`config.mk`:
```
export PLATFORM = sky130hd
export DESIGN_NAME = mul_fp64_flat
export DESIGN_NICKNAME = d
export VERILOG_FILES = /design/src/rtl/mul_fp64_if.sv /design/src/rtl/mul_fp64.sv /design/src/flat_wrapper.sv
export SDC_FILE = /design/constraint.sdc
export NUM_CORES = 1
export LEC_CHECK = 0
export CELL_PAD_IN_SITES_DETAIL_PLACEMENT = 0
export CELL_PAD_IN_SITES_GLOBAL_PLACEMENT = 1
export CORE_MARGIN = 10
export CORE_UTILIZATION = 40
export DETAILED_ROUTE_END_ITERATION = 6
export GPL_TIMING_DRIVEN = 0
export PLACE_DENSITY_LB_ADDON = 0.12
export SLEW_MARGIN = 20
export SYNTH_ARGS = -nofsm -noshare
export SYNTH_HDL_FRONTEND = slang
export SYNTH_SLANG_ARGS = --single-unit
```
`constraint.sdc`:
```
create_clock -name clock -period 18.7 [get_ports clock]
set_clock_uncertainty 0.15 [all_clocks]
set_input_delay 3.74 -clock clock [delete_from_list [all_inputs] [get_ports clock]]
set_output_delay 3.74 -clock clock [all_outputs]
set_load 0.05 [all_outputs]
```
`src/rtl/mul_fp64_if.sv`:
```
// mul_fp64_if: launch/result bundle for the iterative binary64 multiplier.
// master drives operands and valid_in; slave returns the registered product and flags.
interface mul_fp64_if;
  logic        valid_in;
  logic [2:0]  rm;
  logic [63:0] multiplicand;
  logic [63:0] multiplier;
  logic        valid_out;
  logic [63:0] product;
  logic        nv;
  logic        of;
  logic        uf;
  logic        nx;

  modport master (
    output valid_in, rm, multiplicand, multiplier,
    input  valid_out, product, nv, of, uf, nx
  );

  modport slave (
    input  valid_in, rm, multiplicand, multiplier,
    output valid_out, product, nv, of, uf, nx
  );
endinterface

```
`src/rtl/mul_fp64.sv`:
```
// mul_fp64: iterative radix-2 shift-add IEEE-754 binary64 multiplier, fixed 56-cycle latency.
// Define MUL_FP64_SUBNORM_EN for gradual underflow; otherwise subnormals flush to zero.
module mul_fp64 #(
  parameter int unsigned LATENCY = 56,
  parameter int unsigned CNT_W   = 6
) (
  input logic       clock,
  input logic       reset,
  mul_fp64_if.slave bus
);
  localparam logic [CNT_W-1:0] CNT_LAST = CNT_W'(LATENCY - 4);
  localparam logic [63:0] QNAN    = 64'h7FF8_0000_0000_0000;
  localparam logic [62:0] MAX_FIN = 63'h7FEF_FFFF_FFFF_FFFF;
  localparam logic [62:0] INF     = {11'h7FF, 52'h0};

  typedef enum logic [2:0] {S_IDLE, S_UNPACK, S_MUL, S_NORM, S_ROUND} state_t;
  state_t state;

  logic [63:0]        a_q, b_q, spec_res_q;
  logic [2:0]         rm_q;
  logic               sign_q, spec_q, spec_nv_q, st_q, tiny_q;
  logic signed [12:0] exp_q;
  logic [52:0]        ma_q, mb_q;
  logic [105:0]       acc_q;
  logic [CNT_W-1:0]   cnt_q;

  function automatic logic round_inc(input logic [2:0] mode, input logic sgn,
                                     input logic lsb, input logic g, input logic s);
    case (mode)
      3'b001:  round_inc = 1'b0;
      3'b010:  round_inc = sgn & (g | s);
      3'b011:  round_inc = ~sgn & (g | s);
      3'b100:  round_inc = g;
      default: round_inc = g & (s | lsb);
    endcase
  endfunction

  // Operand classification and specials
  logic [10:0] ea, eb;
  logic [51:0] fa, fb;
  logic a_nan, b_nan, a_snan, b_snan, a_inf, b_inf, a_zero, b_zero;
  logic u_sign, u_spec, u_nv;
  logic [63:0] u_res;
  logic signed [12:0] u_exp;

  always_comb begin
    ea = a_q[62:52];
    eb = b_q[62:52];
    fa = a_q[51:0];
    fb = b_q[51:0];
    a_nan  = (ea == '1) && (fa != '0);
    b_nan  = (eb == '1) && (fb != '0);
    a_snan = a_nan && !fa[51];
    b_snan = b_nan && !fb[51];
    a_inf  = (ea == '1) && (fa == '0);
    b_inf  = (eb == '1) && (fb == '0);
`ifdef MUL_FP64_SUBNORM_EN
    a_zero = (ea == '0) && (fa == '0);
    b_zero = (eb == '0) && (fb == '0);
`else
    a_zero = (ea == '0);
    b_zero = (eb == '0);
`endif
    u_sign = a_q[63] ^ b_q[63];
    u_exp  = $signed({2'b00, (ea == '0) ? 11'd1 : ea}) +
             $signed({2'b00, (eb == '0) ? 11'd1 : eb}) - 13'sd1023;
    u_spec = 1'b1;
    u_nv   = 1'b0;
    u_res  = {u_sign, 63'h0};
    if (a_nan || b_nan) begin
      u_res = QNAN;
      u_nv  = a_snan | b_snan;
    end else if ((a_inf && b_zero) || (b_inf && a_zero)) begin
      u_res = QNAN;
      u_nv  = 1'b1;
    end else if (a_inf || b_inf) begin
      u_res = {u_sign, INF};
    end else if (!(a_zero || b_zero)) begin
      u_spec = 1'b0;
    end
  end

  // Right-shifting accumulator: upper half takes the partial sum, low half collects product bits
  logic [53:0] mul_sum;
  always_comb mul_sum = {1'b0, acc_q[105:53]} + (mb_q[0] ? {1'b0, ma_q} : 54'd0);

  // Normalisation, tininess (judged on the unbounded 53-bit rounding) and denormalisation
  logic [104:0]       n1, n2;
  logic               s1, s2, carry_n, tiny;
  logic signed [12:0] e1, e2;
`ifdef MUL_FP64_SUBNORM_EN
  logic [6:0]         lz, shc;
  logic signed [12:0] sh;
`endif

  always_comb begin
    if (acc_q[105]) begin
      n1 = acc_q[105:1];
      s1 = acc_q[0];
      e1 = exp_q + 13'sd1;
    end else begin
      n1 = acc_q[104:0];
      s1 = 1'b0;
      e1 = exp_q;
    end
`ifdef MUL_FP64_SUBNORM_EN
    lz = '0;
    for (int unsigned i = 0; i < 105; i++)
      if (acc_q[i]) lz = 7'(104 - i);
    if (!acc_q[105]) begin
      n1 = acc_q[104:0] << lz;
      e1 = exp_q - $signed({6'b0, lz});
    end
`endif
    carry_n = (&n1[104:52]) & round_inc(rm_q, sign_q, n1[52], n1[51], (|n1[50:0]) | s1);
    tiny    = (e1 < 13'sd1) && !((e1 == 13'sd0) && carry_n);
    n2 = n1;
    s2 = s1;
    e2 = e1;
`ifdef MUL_FP64_SUBNORM_EN
    sh  = 13'sd1 - e1;
    shc = '0;
    if (e1 < 13'sd1) begin
      shc = (sh > 13'sd105) ? 7'd105 : sh[6:0];
      n2  = n1 >> shc;
      s2  = s1 | (|(n1 & ~({105{1'b1}} << shc)));
      e2  = 13'sd1;
    end
`endif
  end

  // Rounding and result packing
  logic [52:0]        r_mant, r_frac;
  logic [53:0]        r_sum;
  logic               r_g, r_s, r_inx, r_of, r_uf, r_nx;
  logic signed [12:0] r_exp;
  logic [63:0]        r_res;

  always_comb begin
    r_mant = acc_q[104:52];
    r_g    = acc_q[51];
    r_s    = (|acc_q[50:0]) | st_q;
    r_inx  = r_g | r_s;
    r_sum  = {1'b0, r_mant} + 54'(round_inc(rm_q, sign_q, r_mant[0], r_g, r_s));
    if (r_sum[53]) begin
      r_frac = r_sum[53:1];
      r_exp  = exp_q + 13'sd1;
    end else begin
      r_frac = r_sum[52:0];
      r_exp  = exp_q;
    end
    r_res = {sign_q, (r_frac[52] ? r_exp[10:0] : 11'd0), r_frac[51:0]};
    r_of  = 1'b0;
    r_uf  = 1'b0;
    r_nx  = r_inx;
    if (r_exp >= 13'sd2047) begin
      r_of = 1'b1;
      r_nx = 1'b1;
      case (rm_q)
        3'b001:  r_res = {sign_q, MAX_FIN};
        3'b010:  r_res = {sign_q, sign_q ? INF : MAX_FIN};
        3'b011:  r_res = {sign_q, sign_q ? MAX_FIN : INF};
        default: r_res = {sign_q, INF};
      endcase
    end
`ifdef MUL_FP64_SUBNORM_EN
    else r_uf = tiny_q & r_inx;
`else
    else if (tiny_q) begin
      r_res = {sign_q, 63'h0};
      r_uf  = 1'b1;
      r_nx  = 1'b1;
    end
`endif
  end

  always_ff @(posedge clock) begin
    if (reset) begin
      state         <= S_IDLE;
      bus.valid_out <= 1'b0;
      bus.product   <= '0;
      bus.nv        <= 1'b0;
      bus.of        <= 1'b0;
      bus.uf        <= 1'b0;
      bus.nx        <= 1'b0;
    end else begin
      bus.valid_out <= 1'b0;
      case (state)
        S_IDLE: if (bus.valid_in) begin
          a_q   <= bus.multiplicand;
          b_q   <= bus.multiplier;
          rm_q  <= bus.rm;
          state <= S_UNPACK;
        end
        S_UNPACK: begin
          sign_q     <= u_sign;
          exp_q      <= u_exp;
          ma_q       <= {ea != '0, fa};
          mb_q       <= {eb != '0, fb};
          spec_q     <= u_spec;
          spec_nv_q  <= u_nv;
          spec_res_q <= u_res;
          acc_q      <= '0;
          cnt_q      <= '0;
          state      <= S_MUL;
        end
        S_MUL: begin
          acc_q <= {mul_sum, acc_q[52:1]};
          mb_q  <= mb_q >> 1;
          if (cnt_q == CNT_LAST) state <= S_NORM;
          else cnt_q <= cnt_q + CNT_W'(1);
        end
        S_NORM: begin
          acc_q  <= {1'b0, n2};
          st_q   <= s2;
          exp_q  <= e2;
          tiny_q <= tiny;
          state  <= S_ROUND;
        end
        S_ROUND: begin
          bus.valid_out <= 1'b1;
          if (spec_q) begin
            bus.product <= spec_res_q;
            bus.nv      <= spec_nv_q;
            bus.of      <= 1'b0;
            bus.uf      <= 1'b0;
            bus.nx      <= 1'b0;
          end else begin
            bus.product <= r_res;
            bus.nv      <= 1'b0;
            bus.of      <= r_of;
            bus.uf      <= r_uf;
            bus.nx      <= r_nx;
          end
          state <= S_IDLE;
        end
        default: state <= S_IDLE;
      endcase
    end
  end
endmodule

```
`src/flat_wrapper.sv`:
```
// flat-port wrapper written by rule: the top's interface ports become plain ports
module mul_fp64_flat 
#(
  parameter int unsigned LATENCY = 56,
  parameter int unsigned CNT_W   = 6
)
  (clock, reset, bus_valid_in, bus_rm, bus_multiplicand, bus_multiplier, bus_valid_out, bus_product, bus_nv, bus_of, bus_uf, bus_nx);
  mul_fp64_if bus_i ();
  input logic clock;
  input logic reset;
  input wire logic [$bits(bus_i.valid_in)-1:0] bus_valid_in;
  input wire logic [$bits(bus_i.rm)-1:0] bus_rm;
  input wire logic [$bits(bus_i.multiplicand)-1:0] bus_multiplicand;
  input wire logic [$bits(bus_i.multiplier)-1:0] bus_multiplier;
  output wire logic [$bits(bus_i.valid_out)-1:0] bus_valid_out;
  output wire logic [$bits(bus_i.product)-1:0] bus_product;
  output wire logic [$bits(bus_i.nv)-1:0] bus_nv;
  output wire logic [$bits(bus_i.of)-1:0] bus_of;
  output wire logic [$bits(bus_i.uf)-1:0] bus_uf;
  output wire logic [$bits(bus_i.nx)-1:0] bus_nx;
  assign bus_i.valid_in = bus_valid_in;
  assign bus_i.rm = bus_rm;
  assign bus_i.multiplicand = bus_multiplicand;
  assign bus_i.multiplier = bus_multiplier;
  assign bus_valid_out = bus_i.valid_out;
  assign bus_product = bus_i.product;
  assign bus_nv = bus_i.nv;
  assign bus_of = bus_i.of;
  assign bus_uf = bus_i.uf;
  assign bus_nx = bus_i.nx;
  mul_fp64 #(.LATENCY(LATENCY), .CNT_W(CNT_W)) u_core (.clock(clock), .reset(reset), .bus(bus_i));
endmodule
```
Word-level counts from Yosys, hierarchy flattened
Cells that the tools add are included.
- register bits: 503
- input bits: 134
- output and inout port bits: 69
- add/sub/neg operators: 6
- $lt $le $gt $ge: 2
- eq/ne operators: 14
- muxes and demuxes: 39
- bitwise logic cells: 17
- reduce and logical (&&, ||, !) cells: 43
- operator list (kind ; number):
    $pmux 106 s3 ; 1
    $mux 53 ; 4
    $mux 63 ; 3
    $pmux 63 s3 ; 1
    $pmux 53 s2 ; 1
    $mux 105 ; 1
    $logic_not 52->1 ; 2
    $reduce_bool 52->1 ; 2
    $reduce_or 51->1 ; 2
    $mux 64 ; 1
    $add 53x1->54 ; 1
    $add 53x54->54 ; 1
    $reduce_and 53->1 ; 1
    $mux 11 ; 3
    $mux 13 ; 2
    $pmux 13 s2 ; 1
    $eq 11x11->1 const B ; 2
    $logic_not 11->1 ; 2
    $reduce_bool 11->1 ; 2
    $mux 1 ; 14
    $add 13x2->13 const B ; 1
    $ge 13x12->1 const B ; 1
    $logic_not 13->1 ; 1
    $lt 13x2->1 const B ; 1
    28 further kinds ; 70

Longest topological paths before layout
- depth after elaboration: 11
- gate-level depth with buffers: 20

Worst setup path before layout
Ideal clock, no wire load.
- path type: in2reg
- start point: input reset
- end point: register u_core.a_q[0] (enable)
- arrival time: 16.339 ns
- slack: 1.269 ns
- cell stages on the path: 2
- path buffers: 1
- path through: clkbuf_1 nor4_1
- word-level cells in the longest chain between the ends: 2
- RTL lines (what ; line ; text):
    start: declaration ; flat_wrapper.sv:10 ; input logic reset;
    $not 1->1 (no line) ; n/a ;
    $reduce_and 3->1 (no line) ; n/a ;
    end signal: assignment ; mul_fp64.sv:190 ; a_q <= bus.multiplicand;
    end: declaration ; mul_fp64.sv:19 ; logic [63:0] a_q, b_q, spec_res_q;
Every way passes these cells.
A chain may end at the register's enable or synchronous reset.

Worst setup path after layout
- start point: input bus_valid_in
- end point: register u_core.a_q[50] (enable)
- word-level cells in the longest chain between the ends: 1
- RTL lines (what ; line ; text):
    start: declaration ; flat_wrapper.sv:11 ; input wire logic [$bits(bus_i.valid_in)-1:0] bus_valid_in;
    $reduce_and 3->1 (no line) ; n/a ;
Every way passes these cells.

==> impl_metrics.json <==
{
  "fmax_mhz": 124,
  "cts_tree": "done",
  "setup_viol": 0,
  "rsz0062_at_grt": "no",
  "drive_gt1_frac": 0.0648,
  "synth_compound_area_frac": 0.140,
  "synth.distinct_cells": 81,
  "status": "complete, no violations",
  "io_buffer_count": 201,
  "syn_nets": 2412,
  "fillers": 5414,
  "antennaDiodeCount": 0,
  "total_power_uw": 2440,
  "crit_path_end": "u_core.a_q[50]$_DFFE_PP_",
  "synth-simple-area-share": 0.174,
  "cts_resized": 0,
  "avgSynthCellArea_um2": 10.6,
  "startpoint": "bus_valid_in",
  "wl_um": 76100,
  "async_flop_share": 0,
  "vias": 18400,
  "drt_iter0_markers": 1517,
  "yosysTopAreaCell": "edfxtp_1",
  "crit_buf_inv": 17,
  "pwr_density_cell_mw_per_mm2": 86.2,
  "ir_worst_vdd_v": 0.0000690,
  "io_pins": 203,
  "synth-main-ff-cell": "edfxtp_1",
  "yosysTopAreaCellShare": 0.477,
  "cp_data_arrival_time_ps": 8230,
  "fin_nets": 2698,
  "grt_pass1_wl_um": 115000,
  "worst_pin_slew_ps": 1140,
  "rows": 88,
  "instances_no_fill": 3296,
  "synthMuxAreaShare": 0.0251,
  "crit_slowest_cell": "clkdlybuf4s50_1",
  "r2r_slack_ps": 13300,
  "fin_crit_ps": 8060,
  "cts_sinks": 442,
  "clk_pin_slew_ps": 60,
  "clockRootBuffer": "clkbuf_16",
  "utilization": 0.491,
  "post_drt_wl_per_cell_um": 23.1,
  "yosysMostFrequentCell": "edfxtp_1",
  "gp_congestion": 0.917,
  "synthToLayoutAreaGrowth_pct": 21.6,
  "leakage_uw": 0.0102,
  "synth_edf_count": 370,
  "relSlewSlack": 0.242,
  "firstDrtPassIters": 5,
  "critical_path.max_stage_delay_ps": 520,
  "cp_common_cell": "buf_2",
  "worstHoldPathType": "reg2reg",
  "crit_required_ps": 18870,
  "hold_viol": 0,
  "core-area_mm2": 0.0577,
  "grt_pass1_vias": 18300,
  "endpoint_kind": "flip-flop",
  "worstSetupPathDepth": 19,
  "synth-xor-area-share": 0.0507,
  "cts_buffers": 50,
  "clockBufferDepth": 3,
  "hpwl_um": 60600,
  "grtUsageTotal": 0.218,
  "worstHoldStart": "u_core.bus.product[46]$_SDFFE_PP0P_",
  "synthesis.area_mm2": 0.0233,
  "die-area_mm2": 0.0683,
  "grt_max_degree": 30,
  "path_max_fanout": 9,
  "synth_area_leaders": "edfxtp_1 (48%), dfxtp_1 (6.2%), nand2_1 (5.1%)",
  "netlist_instances": 2206,
  "post-place-cells": 3205,
  "die_y_um": 261,
  "reg2reg_to": "u_core.bus.product[46]$_SDFFE_PP0P_",
  "synth_top_family_by_area": "simple AND/OR/NAND/NOR gates",
  "die_w_um": 261,
  "vias_per_cell": 5.58,
  "cp-start-kind": "input port",
  "drv_cap": 0,
  "ys_seq_elements": 442,
  "post_cts_buffers": 0,
  "finalCritPeriodShare": 0.431,
  "yosys_warnings": 0,
  "grt_antenna_before_repair": 0,
  "ctsHoldBuffers": 0,
  "ant_nets": 0,
  "ys_seq_area_frac": 0.539,
  "gr-total-overflow": 0,
  "path_cells": "clkdlybuf4s50_1, nand2b_1, nor4_2, buf_4, buf_4, buf_2, buf_2, buf_2, buf_2, buf_2, buf_2, buf_2, buf_4, buf_2, buf_2, buf_2, buf_2, buf_2, buf_2",
  "synthTopCellsByCount": "edfxtp_1 (370), nand2_1 (318), a21oi_1 (124), clkbuf_1 (114), nor2_1 (108)",
  "r2r_cells": 19,
  "start_util": 0.404,
  "ctsHtreeMaxLevel": 2,
  "critical_path_class": "in2reg",
  "clkLatencyLatePin_ps": 620,
  "drc": 0,
  "slew_viol_final": 0,
  "cp_top_family": "buffers and inverters",
  "timing.rr.start": "u_core.acc_q[25]$_DFFE_PP_",
  "synthAdderAreaFrac": 0.0393
}
[per-layer routing]
| layer | routed length, um | track usage |
|---|---|---|
| met5 | 0 | 0 |
| met4 | 2040 | 0.0641 |
| met3 | 3930 | 0.0304 |
| met2 | 34700 | 0.348 |
| met1 | 35400 | 0.304 |
[tightest hold or removal path, delay by kind of cell (launching register included)]
kind	cells	cell delay, ps
flops	1	300
simple gates	2	90
[state kept, by name, summed over array words and instances (netlist names), 6 cells and up]
name / cells
u_core.ma_q: 53
u_core.exp_q: 13
u_core.acc_q: 106
u_core.a_q: 64
u_core.cnt_q: 6
u_core.mb_q: 53
u_core.b_q: 64
u_core.bus.product: 64
[power breakdown]
part	switching [uW]	total [uW]	internal (uW)
clock	418	970	552
combinational	183	307	124
sequential	40.6	1160	1120
[cell usage in the layout, fill, tap and decap left out, types with 35 or more instances in the layout]
cell type	count
a21oi_1	124
a22o_1	68
and2_1	68
buf_2	36
clkbuf_1	123
clkbuf_16	52
clkdlybuf4s50_1	201
dfxtp_1	72
edfxtp_1	370
ha_1	70
inv_1	37
mux2i_1	55
nand2_1	318
nand3_1	68
nand4_1	52
nor2_1	107
nor3_1	35
nor4_1	55
o21ai_0	88
o22ai_1	47
xnor2_1	72
xor2_1	63
[stage by stage]
step	setup slack [ps]	TNS (ps)	instance area (um2)	hold WS [ps]
2_1_floorplan	1270	0	23300	277
3_3_place_gp	-4540	-589930	26300	284
3_5_place_dp	9980	0	26700	284
4_1_cts	10620	0	28300	293
5_1_grt	10290	0	28300	313
6_report	10640	0	28300	291
[area by class of cell]
cell class                      instances  area [um2]  share of cell area
Buffer                                149         613              0.0216
Sequential cell                       442       12600               0.443
Tap cell                              765         957              0.0338
Timing Repair Buffer                  234        2420              0.0853
Multi-Input combinational cell       1578       10000               0.354
Inverter                               37         139             0.00490
Clock inverter                         22         184             0.00649
Clock buffer                           69        1430              0.0504
[cells by family after synthesis]
group	count (synthesis)
AOI/OAI and AO/OA	499
buffers and inverters	186
xor gates and xnor gates	135
muxes	58
and+or+nand+nor	814
DFF	442
adders and majority gates	72
[worst min path at each step]
stage,endpoint,slack [ps],cells past startpoint
floorplan,u_core.ma_q[0]$_DFFE_PP_,280,0
global placement,u_core.ma_q[38]$_DFFE_PP_,280,0
detailed placement,u_core.bus.product[46]$_SDFFE_PP0P_,280,2
CTS,u_core.bus.product[46]$_SDFFE_PP0P_,290,2
global route,u_core.bus.product[43]$_SDFFE_PP0P_,310,2
finish,u_core.bus.product[46]$_SDFFE_PP0P_,290,2
No activity file was read; power rests on OpenSTA's default activity.
